<file path="config.mk">
export PLATFORM = sky130hd
export DESIGN_NAME = fe_pc_sequencer
export DESIGN_NICKNAME = d
export VERILOG_FILES = /design/src/rtl/fe_pc_sequencer.sv
export SDC_FILE = /design/constraint.sdc
export NUM_CORES = 1
export LEC_CHECK = 0
export CAP_MARGIN = 10
export CORE_ASPECT_RATIO = 0.6
export CORE_MARGIN = 8
export CORE_UTILIZATION = 46
export CTS_CLUSTER_SIZE = 30
export DETAILED_ROUTE_END_ITERATION = 10
export GPL_ROUTABILITY_DRIVEN = 0
export PLACE_DENSITY = 0.86
export RECOVER_POWER = 100
export SYNTH_ARGS = -nofsm -noshare
export SYNTH_HDL_FRONTEND = slang
export SYNTH_SLANG_ARGS = --single-unit
</file>
<file path="constraint.sdc">
create_clock -name clk -period 5.5 [get_ports clk]
set_input_delay 1.1 -clock clk [delete_from_list [all_inputs] [get_ports clk]]
set_output_delay 1.1 -clock clk [all_outputs]
set_load 0.05 [all_outputs]
</file>
<file path="src/rtl/fe_pc_sequencer.sv">
// Fetch PC sequencer: owns the PC register and the FE latch handed to decode,
// applies taken redirects (squashing FE/DE) and honours decode stalls.
module fe_pc_sequencer #(
    parameter int unsigned      DBITS      = 32,
    parameter logic [DBITS-1:0] START_PC   = DBITS'(32'h0000_0200),
    parameter int unsigned      INST_BYTES = 4,
    parameter int unsigned      RCNT_BITS  = 16
) (
    input  logic                 clk,
    input  logic                 reset,
    input  logic                 redirect_valid,
    input  logic [DBITS-1:0]     redirect_pc,
    input  logic                 stall_DE,
    output logic [DBITS-1:0]     fetch_pc,
    output logic [DBITS-1:0]     latch_pc_FE,
    output logic [DBITS-1:0]     latch_pcplus_FE,
    output logic [DBITS-1:0]     latch_inst_count_FE,
    output logic                 latch_valid_FE,
    output logic                 squash_DE,
    output logic                 misalign_err,
    output logic [RCNT_BITS-1:0] redirect_count
);

    logic [DBITS-1:0] inst_count_q;
    logic [DBITS-1:0] pc_seq;

    assign pc_seq    = fetch_pc + DBITS'(INST_BYTES);
    assign squash_DE = redirect_valid;

    // Priority: redirect over stall over advance; redirect leaves inst_count alone.
    always_ff @(posedge clk or posedge reset) begin
        if (reset) begin
            fetch_pc            <= START_PC;
            inst_count_q        <= '0;
            latch_pc_FE         <= '0;
            latch_pcplus_FE     <= '0;
            latch_inst_count_FE <= '0;
            latch_valid_FE      <= 1'b0;
            misalign_err        <= 1'b0;
            redirect_count      <= '0;
        end else if (redirect_valid) begin
            fetch_pc       <= {redirect_pc[DBITS-1:2], 2'b00};
            latch_valid_FE <= 1'b0;
            misalign_err   <= misalign_err | (redirect_pc[1:0] != 2'b00);
            if (redirect_count != '1) begin
                redirect_count <= redirect_count + RCNT_BITS'(1);
            end
        end else if (!stall_DE) begin
            latch_pc_FE         <= fetch_pc;
            latch_pcplus_FE     <= pc_seq;
            latch_inst_count_FE <= inst_count_q;
            latch_valid_FE      <= 1'b1;
            fetch_pc            <= pc_seq;
            inst_count_q        <= inst_count_q + DBITS'(1);
        end
    end

endmodule

</file>
### Word level (Yosys, flattened, before mapping)

Index checks and enable logic that the tools add are counted.

| storage, ports and cells | value |
|---|---|
| word-level logic and storage cells | 23 |
| register bits | 178 |
| output and inout port bits | 147 |
| input bits | 36 |

| operators by class | value |
|---|---|
| bitwise gates (word level) | 3 |
| equal/unequal tests | 2 |
| multiplexer cells | 4 |
| reductions and logical operators | 3 |
| add/subtract/negate cells | 3 |

Operators by type and width:

| kind | count |
|---|---|
| 32-bit 2-to-1 mux | 2 |
| 32-bit by 1-bit adder with 32-bit output, second input constant | 1 |
| 32-bit by 3-bit adder with 32-bit output, second input constant | 1 |
| 16-bit by 1-bit adder with 16-bit output, second input constant | 1 |
| 16-bit != test, second input constant | 1 |
| 2-bit AND reduction | 2 |
| 1-bit 2-to-1 mux | 2 |
| 2-bit != test, second input constant | 1 |
| 1-bit inverter | 2 |
| 2-bit nonzero test | 1 |
| 1-bit OR | 1 |

### Depth between registers and ports, before layout

| logic depth | value |
|---|---|
| word-level depth | 3 |
| mapped depth | 8 |
| mapped depth without buffers | 5 |

### Least setup slack after synthesis

Ideal clock, no wire load.

| timing path | value |
|---|---|
| path type | input to register |
| from | in stall_DE |
| to | reg fetch_pc[30] |
| data required time | 5,418 ps |
| arrival | 2,503 ps |
| slack | 2,915 ps |
| stages | 5 |
| buffers on the path | 1 |
| library setup time | 82 ps |
| cells stage by stage | nand4b_1 -> or4_1 -> clkbuf_1 -> or4_1 -> a31oi_1 |

| between the ends | value |
|---|---|
| cells in the longest elaborated chain, start to end | 1 |

RTL lines:

| item | RTL line | RTL |
|---|---|---|
| start: declaration | 13 | `input logic stall_DE,` |
| 2-bit != test (no source line) | -- |  |
| end signal: assignment | 42 | `fetch_pc <= {redirect_pc[DBITS-1:2], 2'b00};` |
| end signal: assignment | 53 | `fetch_pc <= pc_seq;` |
| end: declaration | 14 | `output logic [DBITS-1:0] fetch_pc,` |

Every way passes these cells.
A chain may end at the register's enable or synchronous reset.

### Worst setup path after layout

| timing path | value |
|---|---|
| from | in stall_DE |
| to | reg latch_pcplus_FE[22] |

| between the ends | value |
|---|---|
| cells in the longest elaborated chain, start to end | 2 |

RTL lines:

| item | RTL line | RTL |
|---|---|---|
| 1-bit inverter (no source line) | -- |  |
| 2-bit AND reduction (no source line) | -- |  |
| end signal: assignment | 50 | `latch_pcplus_FE <= pc_seq;` |
| end: declaration | 16 | `output logic [DBITS-1:0] latch_pcplus_FE,` |

Every way passes these cells.

==> summary.md <==
| Metric | Value |
|---|---|
| Die height | roughly 120 um |
| Final Hold Viols | 0 |
| Synth cell types | 46 |
| Final WS setup | between 1000 and 1500 ps |
| Root buffer cell | clkbuf_16 |
| CTS buffer count | 17 |
| Pwr dens | 369 nW/um^2 |
| Commonest cells after routing, fill and taps aside | nand2_1 (232), dfrtp_1 (171), dlygate4sd3_1 (144) |
| Commonest non-fill, non-tap cell in the layout | nand2_1 |
| Ys async rst share | 100% |
| Yosys reg bits | about 170 |
| Final wirelength | between 20000 and 25000 um |
| Worst Path Buf+Inv | 2 |
| Type of the tightest min-delay check | flop to flop |
| Final Max Tran Viols | 207 |
| VDD IR max | 0.000308 V |
| Max Cap Viol | 2 |
| Synthesized area per cell | between 9 and 10 um^2 |
| N_diodes | 0 |
| Drt wl/cell | 17.8 um |
| Clk pin slew, worst setup/hold paths | 70 ps |
| YS warnings | 0 |
| Largest net degree at the start of global routing | about 170 |
| Clock period minus worst slack | roughly 4100 ps |
| DP Worst Slack | about 1800 ps |
| Data arrival, critical path | about 4500 ps |
| CP max stage delay | around 1800 ps |
| Violated checks | capacitance limit, slew limit |
| Area grow syn2layout | 30.8% |
| Reg2Reg Depth | 4 |
| Top cells by area, synth | dfrtp_1 (54%), nand2_1 (11%), xnor2_1 (4.2%), xor2_1 (3.8%), o21ai_0 (3.4%) |
| Slew headroom | -59.2% |
| Die ar. | 21800 um^2 |
| DR vias | 6688 |
| Final instance area | between 10000 and 15000 um^2 |
| Stages on worst setup path | 6 |
| CTS resizes | 0 |
| # port buffers | 176 |
| Placed wire-length estimate | roughly 16000 um |
| TritonCTS clock tree | yes |
| EDFF count, synth | 0 |
| Crit path required time | about 6000 ps |
| Pre-antenna DRT Iters | 5 |
| GRT Total Usage | between 20% and 30% |
| Post-synth top area share | roughly 54% |
| Cell count after synthesis | between 800 and 900 |
| H-Tree Depth | 4 |
| Post-Synthesis Cell Area | between 7000 and 8000 um^2 |
| Clk sinks | 172 |
| Yosys top cell by area | dfrtp_1 |
| Initial antenna violation count | 0 |
| Crit start category | primary input |
| Setup TNS | 0 ps |
| CTS max path bufs | 2 |
| Post-CTS Hold Fix Bufs | 0 |
| Global-route wire length before repair | 36200 um |
| Status | finished with violations |
| Iter 0 DRT Violations | around 600 |
| Final period utilization | between 70% and 80% |
| Hold slack | 470 ps |
| HP Start | misalign_err |
| Reg2reg end | latch_pcplus_FE[31] |
| Slew at the pin closest to its max-slew limit | 2380 ps |
| Main synth FF type | dfrtp_1 |
| Power consumption | ~3.8 mW |
| Unrepaired setup endpoints after global routing | false |
| Final count of negative-setup-slack endpoints | 0 |
| # DRC | 0 |
| Worst setup path start | stall_DE |
| Layout cells sized above 1 | 4.66% |
| Core area | roughly 17000 um^2 |
| Setup crit end | latch_pcplus_FE[22] |
| Routed Antenna Nets | 0 |
| Post-CTS Setup Inserts | 0 |
| Max Clk Rate | roughly 0.24 GHz |
| Leak | 4.76 nW |
| Placed cell areas | slightly below 10000 um^2 |
| Worst R2R Start | fetch_pc[4] |
| Cells along the critical path | dlygate4sd3_1, nor2_1, buf_12, and2_0, a22oi_1, nand3_1 |
| Slowest CP cell | nor2_1 |
| Top Ports | around 180 |
| Skew-Pair Late Insertion Delay | about 420 ps |
| Crit path max fanout | 43 |
| Initial Utilization | between 40 and 50% |
| Total grt overflow | 0 |
| CP Class | primary input to flop |
| Rows | 37 |
| Nets@finish | 1034 |
| Vias/cell | 5.38 |
| Clock skew | approximately 17 ps |
| Vias in the first global route | about 6600 |
| CP delay by family, top | simple AND/OR/NAND/NOR gates |
| Die width | 186 um |
| Crit path capture type | flop |
| Sequential-to-total area share from yosys stat | between 50% and 60% |
| R2R Setup Slk | roughly 2700 ps |
==> cell usage after synthesis (16+ instances only) <==
| cell | instances |
|---|---|
| a31oi_1 | 16 |
| clkbuf_1 | 37 |
| dfrtp_1 | 171 |
| nand2_1 | 232 |
| nand3_1 | 28 |
| nand4_1 | 22 |
| nor2_1 | 39 |
| nor3_1 | 29 |
| o21ai_0 | 54 |
| or4_1 | 20 |
| xnor2_1 | 38 |
| xor2_1 | 34 |
==> logic make-up (layout without fill, tap and decap cells) <==
| kind of cell | after synthesis | in the layout | synth area share [%] |
|---|---|---|---|
| xor gates and xnor gates | 72 | 72 | 7.95 |
| other | 1 | 6 | 0.0473 |
| DFF | 172 | 172 | 54.3 |
| muxes | 5 | 5 | 0.662 |
| AOI/OAI and AO/OA | 93 | 93 | 6.81 |
| buffers and inverters | 72 | 226 | 4.02 |
| adders and majority gates | 3 | 3 | 0.473 |
| and+or+nand+nor | 431 | 431 | 25.8 |
==> metrics by stage <==
stage	util [%]	instances
after floorplan	-	854
after global placement	57.7	1210
after detailed placement	57.7	1210
after CTS	61.3	1242
after global routing	61.1	1242
final	61.1	1242
==> area by class of cell <==
cell class / instances / area (um^2)
fill: 1440 / 6620
clock inverter: 15 / 175
inverter: 13 / 52.6
tap: 234 / 293
multi-input combinational: 610 / 3320
timing repair buffer: 181 / 1800
sequential: 172 / 4310
clock buffer: 17 / 425
==> per-layer routing <==
| metal | track usage, % | routed length (um) | up-vias |
|---|---|---|---|
| met2 | 30.0 | 9570 | 244 |
| met5 | 0 | 0 | - |
| met3 | 7.12 | 2210 | 17 |
| met1 | 28.8 | 10100 | 3268 |
| met4 | 5.93 | 243 | 0 |
| li1 | - | - | 3159 |
==> flip-flops by register name (all words and copies together), names as in the netlist <==
name	cells
redirect_count	16
inst_count_q	32
latch_pcplus_FE	30
fetch_pc	30
latch_valid_FE	1
latch_pc_FE	30
latch_inst_count_FE	32
misalign_err	1
==> power by group <==
group | internal, mW | switching (mW) | leakage (nW)
Sequential | 1.41 | 0.160 | 2.17
Combinational | 0.302 | 0.735 | 2.31
Clock | 0.651 | 0.566 | 0.282
==> worst min-delay path by stage <==
stage	endpoint	slack, ps	cells past startpoint
after CTS	inst_count_q[31]	480	1
after detailed placement	misalign_err	450	1
after global placement	misalign_err	450	1
after global routing	misalign_err	500	1
after floorplan	inst_count_q[31]	440	1
final	misalign_err	470	1
No activity file was read; power rests on OpenSTA's default activity.
